`config.mk`:
```
export PLATFORM = sky130hd
export DESIGN_NAME = multi_timer_periph
export DESIGN_NICKNAME = d
export VERILOG_FILES = /design/src/rtl/multi_timer_periph.sv
export SDC_FILE = /design/constraint.sdc
export NUM_CORES = 1
export LEC_CHECK = 0
export CELL_PAD_IN_SITES_DETAIL_PLACEMENT = 0
export CELL_PAD_IN_SITES_GLOBAL_PLACEMENT = 2
export CORE_MARGIN = 10
export CORE_UTILIZATION = 33
export DETAILED_ROUTE_END_ITERATION = 8
export GPL_TIMING_DRIVEN = 0
export PLACE_DENSITY_LB_ADDON = 0.25
export SLEW_MARGIN = 20
export SYNTH_ARGS = -nofsm -noshare
export SYNTH_HDL_FRONTEND = slang
export SYNTH_SLANG_ARGS = --single-unit
```
`constraint.sdc`:
```
create_clock -name clk -period 2.9 [get_ports clk]
set_input_delay 0.435 -clock clk [delete_from_list [all_inputs] [get_ports clk]]
set_output_delay 0.435 -clock clk [all_outputs]
set_load 0.02 [all_outputs]
```
`src/rtl/multi_timer_periph.sv`:
```
// multi_timer_periph
//   N_CH independent countdown timers counting whole seconds, where one
//   second is TICK_DIV clk cycles. Each channel exposes four registers
//   selected by addr = {channel, reg[1:0]}:
//     0 LOAD   (W)   value V; V>0 starts a countdown, V=0 flags done at once
//     1 CTRL   (R/W) bit0 auto_reload, bit1 irq_en, bit2 stop (write-only pulse)
//     2 STATUS (R)   bit0 done, bit1 running; (W) bit0 write-1-to-clear done
//     3 COUNT  (R)   remaining seconds
// Ports
//   clk    : single clock, all logic on the rising edge
//   reset  : synchronous active-high reset
//   we/re  : register write / read strobes
//   addr   : {channel, reg}
//   wdata  : write data
//   rdata  : registered read data, updated one cycle after re, held otherwise
//   done   : sticky per-channel done flags
//   irq    : OR of (done & irq_en)
module multi_timer_periph #(
  parameter int N_CH     = 4,
  parameter int CNT_W    = 32,
  parameter int TICK_DIV = 10_000_000
) (
  input  logic                      clk,
  input  logic                      reset,
  input  logic                      we,
  input  logic                      re,
  input  logic [$clog2(N_CH)+1:0]   addr,
  input  logic [CNT_W-1:0]          wdata,
  output logic [CNT_W-1:0]          rdata,
  output logic [N_CH-1:0]           done,
  output logic                      irq
);

  localparam int AW = $clog2(N_CH) + 2;
  localparam int CW = (N_CH > 1) ? $clog2(N_CH) : 1;
  localparam int PW = $clog2(TICK_DIV);
  localparam logic [PW-1:0] PRE_LAST = PW'(TICK_DIV - 1);

  typedef enum logic {ST_IDLE, ST_RUN} state_t;

  // Address decode shared by all channels
  logic [AW-1:0]    w_ch_idx;
  logic [CW-1:0]    w_ch_sel;
  logic [1:0]       w_reg;
  logic             w_ch_ok;

  assign w_ch_idx = addr >> 2;
  assign w_ch_sel = w_ch_idx[CW-1:0];
  assign w_reg    = addr[1:0];
  assign w_ch_ok  = (w_ch_idx < AW'(N_CH));

  // Per-channel state exported for the read mux and irq
  logic [CNT_W-1:0] w_count [N_CH];
  logic [N_CH-1:0]  w_auto;
  logic [N_CH-1:0]  w_irq_en;
  logic [N_CH-1:0]  w_running;

  genvar gi;
  generate
    for (gi = 0; gi < N_CH; gi++) begin : gen_ch
      state_t           r_state;
      logic [CNT_W-1:0] r_count;
      logic [CNT_W-1:0] r_reload;
      logic [PW-1:0]    r_pre;
      logic             r_auto;
      logic             r_irq_en;
      logic             r_done;

      logic w_sel, w_wr_load, w_wr_ctrl, w_wr_stat;
      logic w_load_zero, w_stop, w_tick, w_expire, w_done_set;

      assign w_sel       = we && w_ch_ok && (w_ch_idx == AW'(gi));
      assign w_wr_load   = w_sel && (w_reg == 2'd0);
      assign w_wr_ctrl   = w_sel && (w_reg == 2'd1);
      assign w_wr_stat   = w_sel && (w_reg == 2'd2);
      assign w_load_zero = w_wr_load && (wdata == '0);
      assign w_stop      = w_wr_ctrl && wdata[2];
      assign w_tick      = (r_state == ST_RUN) && (r_pre == PRE_LAST);
      assign w_expire    = w_tick && (r_count == CNT_W'(1));
      // A LOAD or stop in the expiry cycle cancels the expiry; done-set
      // beats a same-cycle W1C clear.
      assign w_done_set  = w_load_zero || (w_expire && !w_wr_load && !w_stop);

      always_ff @(posedge clk) begin
        if (reset) begin
          r_state  <= ST_IDLE;
          r_count  <= '0;
          r_reload <= '0;
          r_pre    <= '0;
          r_auto   <= 1'b0;
          r_irq_en <= 1'b0;
          r_done   <= 1'b0;
        end else begin
          if (w_wr_load) begin
            r_pre <= '0;
            if (wdata != '0) begin
              r_reload <= wdata;
              r_count  <= wdata;
              r_state  <= ST_RUN;
            end else begin
              r_count  <= '0;
              r_state  <= ST_IDLE;
            end
          end else if (w_stop) begin
            // Count is frozen; a fresh LOAD is needed to restart.
            r_state <= ST_IDLE;
            r_pre   <= '0;
          end else if (r_state == ST_RUN) begin
            if (w_tick) begin
              r_pre <= '0;
              if (w_expire) begin
                if (r_auto) begin
                  r_count <= r_reload;
                end else begin
                  r_count <= '0;
                  r_state <= ST_IDLE;
                end
              end else begin
                r_count <= r_count - CNT_W'(1);
              end
            end else begin
              r_pre <= r_pre + PW'(1);
            end
          end

          if (w_wr_ctrl) begin
            r_auto   <= wdata[0];
            r_irq_en <= wdata[1];
          end

          if (w_done_set) begin
            r_done <= 1'b1;
          end else if (w_wr_stat && wdata[0]) begin
            r_done <= 1'b0;
          end
        end
      end

      assign w_count[gi]   = r_count;
      assign w_auto[gi]    = r_auto;
      assign w_irq_en[gi]  = r_irq_en;
      assign w_running[gi] = (r_state == ST_RUN);
      assign done[gi]      = r_done;
    end
  endgenerate

  assign irq = |(done & w_irq_en);

  // Registered read port; holds its value between reads
  always_ff @(posedge clk) begin
    if (reset) begin
      rdata <= '0;
    end else if (re) begin
      if (!w_ch_ok) begin
        rdata <= '0;
      end else begin
        case (w_reg)
          2'd1:    rdata <= CNT_W'({w_irq_en[w_ch_sel], w_auto[w_ch_sel]});
          2'd2:    rdata <= CNT_W'({w_running[w_ch_sel], done[w_ch_sel]});
          2'd3:    rdata <= w_count[w_ch_sel];
          default: rdata <= '0;
        endcase
      end
    end
  end

endmodule

```
==> out/summary.txt, run 1 <==
Max_slew headroom -> 0.2734
Clock slew at reported path FFs -> 0.07 ns
Synth Area in Compound Gates -> 0.1805
Detail Placement HPWL -> 70880 um
Outcome -> complete, but fails checks
Critical R2R Capture -> gen_ch[0].r_count[16]$_SDFFE_PP0P_
Hold crit path type -> input pin to register
Largest family of logic cells by synthesized area -> simple AND/OR/NAND/NOR gates
Clock Latency Late Sink -> 0.61 ns
DRC -> 0
Synth Area in Adders -> 0.007231
Chip Width -> 270.8 um
# hold bufs at CTS -> 0
Critical Path RT -> 3.37 ns
Router iterations before antenna repair -> 6
WP data arrival -> 3.43 ns
Synthesized area -> 20760 um2
Initial antenna violation count -> 9
Port bufs -> 58
Num rows -> 91
Min-delay src -> wdata[30]
Max-Cap Viols -> 0
Syn-to-layout area delta -> 22.58%
Hold_ws -> 0.2320 ns
CTS sink count -> 400
Fin cells -> 3692
Nets -> 2864
Register-to-Register Path Depth -> 9
Clk root buf -> clkbuf_16
Dpl cell area -> 22410 um2
Unrepaired setup endpoints after global routing -> true
Simple-Gate Fraction of Synth Area -> 0.2811
Min Clock Period, post-route -> 2.960 ns
Clock Path Buffers -> 3
Worst clock skew -> 0.02844 ns
Library cells used by synthesis -> 80
Yosys Warn Count -> 0
Hold path depth -> 3
Pin count of the biggest net entering global routing -> 13
Failing checks -> negative setup slack
Total CTS buffers -> 49
I/O pin count -> 77
Most frequent cells in the layout -> nand2_1 (400), dfxtp_1 (377), nor2_1 (366), a21oi_1 (242), clkbuf_1 (113)
R2R Setup Slk -> -0.06 ns
Flops & latches, synth -> 400
CP Max Fanout -> 8
Measured slew at the worst slew-check pin -> 1.090 ns
Via-to-Cell Ratio -> 5.794
Mux contribution to synthesized area -> 0.04405
Period utilisation layout -> 1.021
Setup TNS -> -0.1795 ns
Avg Cell Area, Syn -> 7.815 um2
Htree depth -> 2
DR vias -> 21390
Number of global-route vias before repair -> 20660
Core area -> 62050 um2
Worst setup margin -> -0.05969 ns
Cells after Synth -> 2657
GR Util All Layers -> 0.2520
Dpl ws -> -1.501 ns
Worst vdd ir -> 0.0004169 V
Register area share after synthesis -> 0.3857
XOR/XNOR Fraction of Synth Area -> 0.05694
GRT overflow -> 0
Start of the worst register-to-register path -> gen_ch[0].r_count[19]$_SDFFE_PP0P_
Final wirelength -> 96280 um
Setup crit end kind -> register
Setup violators final -> 7
Fmax -> 0.3379 GHz
DRT iter0 DRCs -> 2080
Final ANT Viol Nets -> 0
Worst hold endpoint -> gen_ch[3].r_reload[30]$_SDFFE_PP0P_
WL per Instance -> 26.08 um
TritonCTS clock tree -> yes
Fraction of layout cells with a size suffix above 1 -> 0.1336
Global-route wire length before repair -> 140100 um
Max-slew violations -> 0
Most common cell after layout, fill and taps aside -> nand2_1
Die area -> 73350 um2
Number of synthesized flops with an enable pin -> 0
Cell area power density -> 563.9 nW/um2
Design Area, Final -> 25450 um2
Cells after DPL -> 3553
Final Hold Viols -> 0
Initial Util -> 0.3346
Static Leak -> 9.139 nW
Synth Flop Type -> dfxtp_1
Die Y-Extent -> 270.8 um
Syn Nets -> 2709
Worst Path Class, Setup -> register to register
Setup crit start kind -> register
Final Wtd Congestion -> 0.9876
Ys async rst share -> 0
==> layer usage <==
metal / global-route usage / up-vias / share of wire
met4: 0.1106 / 6 / 0.047
met5: 0 / - / 0.00042
met2: 0.4063 / 944 / 0.45
met3: 0.04640 / 208 / 0.090
li1: - / 9814 / -
met1: 0.3239 / 10420 / 0.41
==> cell usage after synthesis, types with 10 or more instances <==
cell       number  area, um2
a211oi_1       27      202.7
a21o_1         12      90.09
a21oi_1       246       1231
a221oi_1       15      131.4
a22oi_1        20      150.1
a311oi_1       48      420.4
a31oi_1        22      137.6
a41oi_1        12      105.1
and2_1         11      68.82
and3_1         43      269.0
buf_1          11      41.29
buf_2          14      70.07
clkbuf_1      160      600.6
dfxtp_1       400       8008
ha_1           12      150.1
inv_1          30      112.6
mux4_2         36      810.8
nand2_1       401       1505
nand2b_1       19      118.9
nand3_1        62      310.3
nand3b_1       12      90.09
nand4_1        44      275.3
nor2_1        375       1408
nor2b_1        36      225.2
nor3_1         85      425.4
nor4_1         53      331.6
o21ai_0        85      425.4
o22ai_1        12      75.07
o2bb2ai_1      10      87.58
o31ai_1        14      105.1
o32ai_1        12      105.1
or2_2          10      62.56
or3_1          25      156.4
or4_1          19      142.6
xnor2_1        57      499.2
xor2_1         78      683.2
==> critical path: stages (launching register included) <==
cell and delay [ns]:
dfxtp_4 0.36, or4_4 0.57, or4b_4 0.54, nand3b_1 0.31, o21ai_4 0.37, buf_8 0.20, buf_12 0.14, o31ai_4 0.07
a21oi_2 0.14, o32ai_1 0.11
==> report_power, final <==
group	switching [mW]	leakage, nW	internal [mW]
clock	2.63	0.872	4.21
combinational	1.18	5.02	0.653
sequential	0.115	3.24	5.56
total	3.93	9.14	10.4
==> through the flow <==
step,util,power (mW)
floorplan,-,6.866
global placement,0.3608,7.480
detailed placement,0.3611,7.476
CTS,0.4018,14.34
global route,0.4100,14.81
finish,0.4102,14.35
==> final cells by class <==
class	instances	area (um2)
antenna	4	10.01
buffer	188	1027
clock buffer	77	1524
clock inverter	13	244.0
fill	6352	36600
inverter	30	112.6
multi-input combinational	2028	12360
sequential	400	8054
tap	837	1047
timing repair buffer	115	1069
==> worst max path at each step <==
stage                                         endpoint  cells after the start                                from
global placement    gen_ch[1].r_count[14]$_SDFFE_PP0P_                     10                                  we
global route         gen_ch[0].r_count[4]$_SDFFE_PP0P_                      9  gen_ch[0].r_count[23]$_SDFFE_PP0P_
CTS                 gen_ch[3].r_count[29]$_SDFFE_PP0P_                      9    gen_ch[3].r_pre[13]$_SDFFE_PP0P_
finish              gen_ch[0].r_count[16]$_SDFFE_PP0P_                      9  gen_ch[0].r_count[19]$_SDFFE_PP0P_
floorplan            gen_ch[1].r_count[1]$_SDFFE_PP0P_                     10                             addr[0]
detailed placement  gen_ch[1].r_count[12]$_SDFFE_PP0P_                     10                                  we
==> sequential cells by signal (all words and copies together) (netlist names) <==
register and cells:
gen_ch.r_count 128, gen_ch.r_reload 128, gen_ch.r_pre 96, rdata 32, gen_ch.r_auto 4, gen_ch.r_done 4
gen_ch.r_irq_en 4, gen_ch.r_state 4
==> kinds of logic (layout without fill, tap and decap cells) <==
kind of cell	after synthesis	after routing
muxes	46	46
DFF	400	400
buffers and inverters	229	423
adders and majority gates	12	12
other	0	4
xor gates and xnor gates	135	135
and+or+nand+nor	1243	1243
AOI/OAI and AO/OA	592	592
==> timing repair <==
action | in CTS | in global routing
gates resized for setup | 161 | 117
setup buffers | 38 | 16
pin swaps | 24 | 28
setup endpoints to repair | 339 | 206
gates cloned | 2 | 1
Power figures use the tool's default switching activity.
==> run 2: changes to the inputs <==
--- a/config.mk
+++ b/config.mk
@@ -11,8 +11,9 @@
 export CORE_UTILIZATION = 33
 export DETAILED_ROUTE_END_ITERATION = 8
 export GPL_TIMING_DRIVEN = 0
-export PLACE_DENSITY_LB_ADDON = 0.25
+export PLACE_DENSITY_LB_ADDON = 0.1
 export SLEW_MARGIN = 20
 export SYNTH_ARGS = -nofsm -noshare
 export SYNTH_HDL_FRONTEND = slang
 export SYNTH_SLANG_ARGS = --single-unit
+export TNS_END_PERCENT = 50
==> out/summary.txt, run 2 (synthesis gave the netlist of run 1 again) <==
Worst Setup SP -> gen_ch[0].r_count[22]$_SDFFE_PP0P_
Clock Latency Late Sink -> 0.62 ns
Syn-to-layout area delta -> 22.51%
CP peak stage delay -> 0.55 ns
Regs by FF count -> gen_ch.r_count x128, gen_ch.r_reload x128, gen_ch.r_pre x96
Clock slew at reported path FFs -> 0.06 ns
Top Family by Delay on Critical Path -> simple AND/OR/NAND/NOR gates
Unrepaired setup endpoints after global routing -> true
Total CTS buffers -> 51
GR Util All Layers -> 0.2515
GRT overflow -> 0
DRT iter0 DRCs -> 2060
Failing checks -> negative setup slack
Fin cells -> 3698
Cells after DPL -> 3552
Chip Width -> 270.8 um
Die Y-Extent -> 270.8 um
Max-Cap Viols -> 0
Clk root buf -> clkbuf_16
Initial Util -> 0.3346
Via-to-Cell Ratio -> 5.759
Start of the worst register-to-register path -> gen_ch[0].r_count[22]$_SDFFE_PP0P_
Setup crit end kind -> register
Setup crit start kind -> register
Critical Path RT -> 3.38 ns
Fill cells -> 6467
Fraction of layout cells with a size suffix above 1 -> 0.1382
Final Hold Viols -> 0
Die area -> 73350 um2
Number of global-route vias before repair -> 20130
Clock Path Buffers -> 3
Setup violators final -> 3
Worst Path Class, Setup -> register to register
Static Leak -> 9.102 nW
Initial antenna violation count -> 4
Most common cell after layout, fill and taps aside -> nand2_1
Critical Path End -> gen_ch[0].r_count[30]$_SDFFE_PP0P_
Detail Placement HPWL -> 72060 um
Core area -> 62050 um2
WP data arrival -> 3.42 ns
CP Max Fanout -> 7
Port bufs -> 58
Min Clock Period, post-route -> 2.943 ns
Worst setup margin -> -0.04268 ns
Worst clock skew -> 0.04608 ns
Most frequent cells in the layout -> nand2_1 (400), dfxtp_1 (372), nor2_1 (364), a21oi_1 (244), clkbuf_1 (114)
Measured slew at the worst slew-check pin -> 1.246 ns
Max_slew headroom -> 0.1604
Critical path cell sequence -> or4_4 > or4b_4 > nand3b_1 > buf_6 > o21ai_4 > buf_12 > buf_12 > buf_6 > a21oi_2 > o221a_2
Router iterations before antenna repair -> 6
Buf/Inv on CP -> 4
Critical R2R Capture -> gen_ch[0].r_count[30]$_SDFFE_PP0P_
Final ANT Viol Nets -> 0
Hold_ws -> 0.1891 ns
Cell area power density -> 551.7 nW/um2
Worst vdd ir -> 0.0004055 V
Crit. path cell count -> 10
CTS sink count -> 400
Worst path slowest cell -> or4_4
Nets -> 2873
WL per Instance -> 25.99 um
TritonCTS clock tree -> yes
Hold crit path type -> input pin to register
Outcome -> complete, but fails checks
Period utilisation layout -> 1.015
Htree depth -> 2
Num rows -> 91
Register-to-Register Path Depth -> 10
I/O pin count -> 77
Final Wtd Congestion -> 0.9662
DRC -> 0
DR vias -> 21300
R2R Setup Slk -> -0.04 ns
Global-route wire length before repair -> 139100 um
Max-slew violations -> 0
Fmax -> 0.3398 GHz
Final wirelength -> 96100 um
Pin count of the biggest net entering global routing -> 13
## run 2: cell type report
cell class                 instances  area, um2  area share
multi-input combinational       2028      12420      0.4882
sequential                       400       8070      0.3173
clock buffer                      78       1538     0.06045
timing repair buffer             121       1101     0.04328
tap                              837       1047     0.04117
buffer                           189       1001     0.03935
clock inverter                    13      143.9    0.005656
inverter                          30      112.6    0.004427
antenna                            2      5.005   0.0001967
## run 2: worst min path at each step
stage	slack [ns]	startpoint	cells past startpoint	to
6_report	0.19	wdata[30]	3	gen_ch[2].r_reload[30]$_SDFFE_PP0P_
5_1_grt	0.18	wdata[30]	3	gen_ch[2].r_reload[30]$_SDFFE_PP0P_
4_1_cts	0.16	wdata[30]	3	gen_ch[2].r_reload[30]$_SDFFE_PP0P_
3_5_place_dp	0.44	gen_ch[3].r_reload[4]$_SDFFE_PP0P_	2	gen_ch[3].r_reload[4]$_SDFFE_PP0P_
3_3_place_gp	0.44	gen_ch[2].r_reload[14]$_SDFFE_PP0P_	2	gen_ch[2].r_reload[14]$_SDFFE_PP0P_
2_1_floorplan	0.43	gen_ch[2].r_reload[30]$_SDFFE_PP0P_	2	gen_ch[2].r_reload[30]$_SDFFE_PP0P_
## run 2: per-stage QoR
step	instance area, um2	setup slack, ns	utilization	setup TNS [ns]	power (mW)
floorplan	20760	0.01291	-	0	6.866
global placement	22390	-1.387	0.3608	-374.20	7.471
detailed placement	22400	-1.366	0.3610	-365.82	7.470
CTS	24910	-0.06550	0.4014	-0.2436	14.07
global route	25440	-0.1070	0.4099	-0.7423	14.52
finish	25440	-0.04268	0.4099	-0.06719	14.03
## run 2: routing by layer
| metal | share of wire | track usage | wire length [um] | up-vias |
|---|---|---|---|---|
| li1 | - | - | - | 9847 |
| met1 | 0.44 | 0.3379 | 42210 | 10500 |
| met2 | 0.46 | 0.4098 | 44140 | 787 |
| met3 | 0.067 | 0.03193 | 6402 | 164 |
| met4 | 0.035 | 0.08483 | 3335 | 2 |
| met5 | 0.00012 | 0 | 12 | - |
## run 2: power by group
group / internal (mW) / switching [mW] / leakage, nW
clock network: 3.89 / 2.64 / 0.839
registers: 5.56 / 0.108 / 3.25
logic: 0.659 / 1.18 / 5.02
total: 10.1 / 3.93 / 9.10
## run 2: timing repair
action	CTS	global route
setup endpoints to repair	352	133
hold buffers	0	0
setup buffers	32	31
cloned	1	0
resized for setup	180	96
pin swaps	22	51
## run 2: worst register-to-register path: stages, from the launching register on
cell,delay [ns]
dfxtp_4,0.34
or4_4,0.55
or4b_4,0.54
nand3b_1,0.27
buf_6,0.19
o21ai_4,0.24
buf_12,0.16
buf_12,0.13
buf_6,0.11
a21oi_2,0.03
o221a_2,0.28
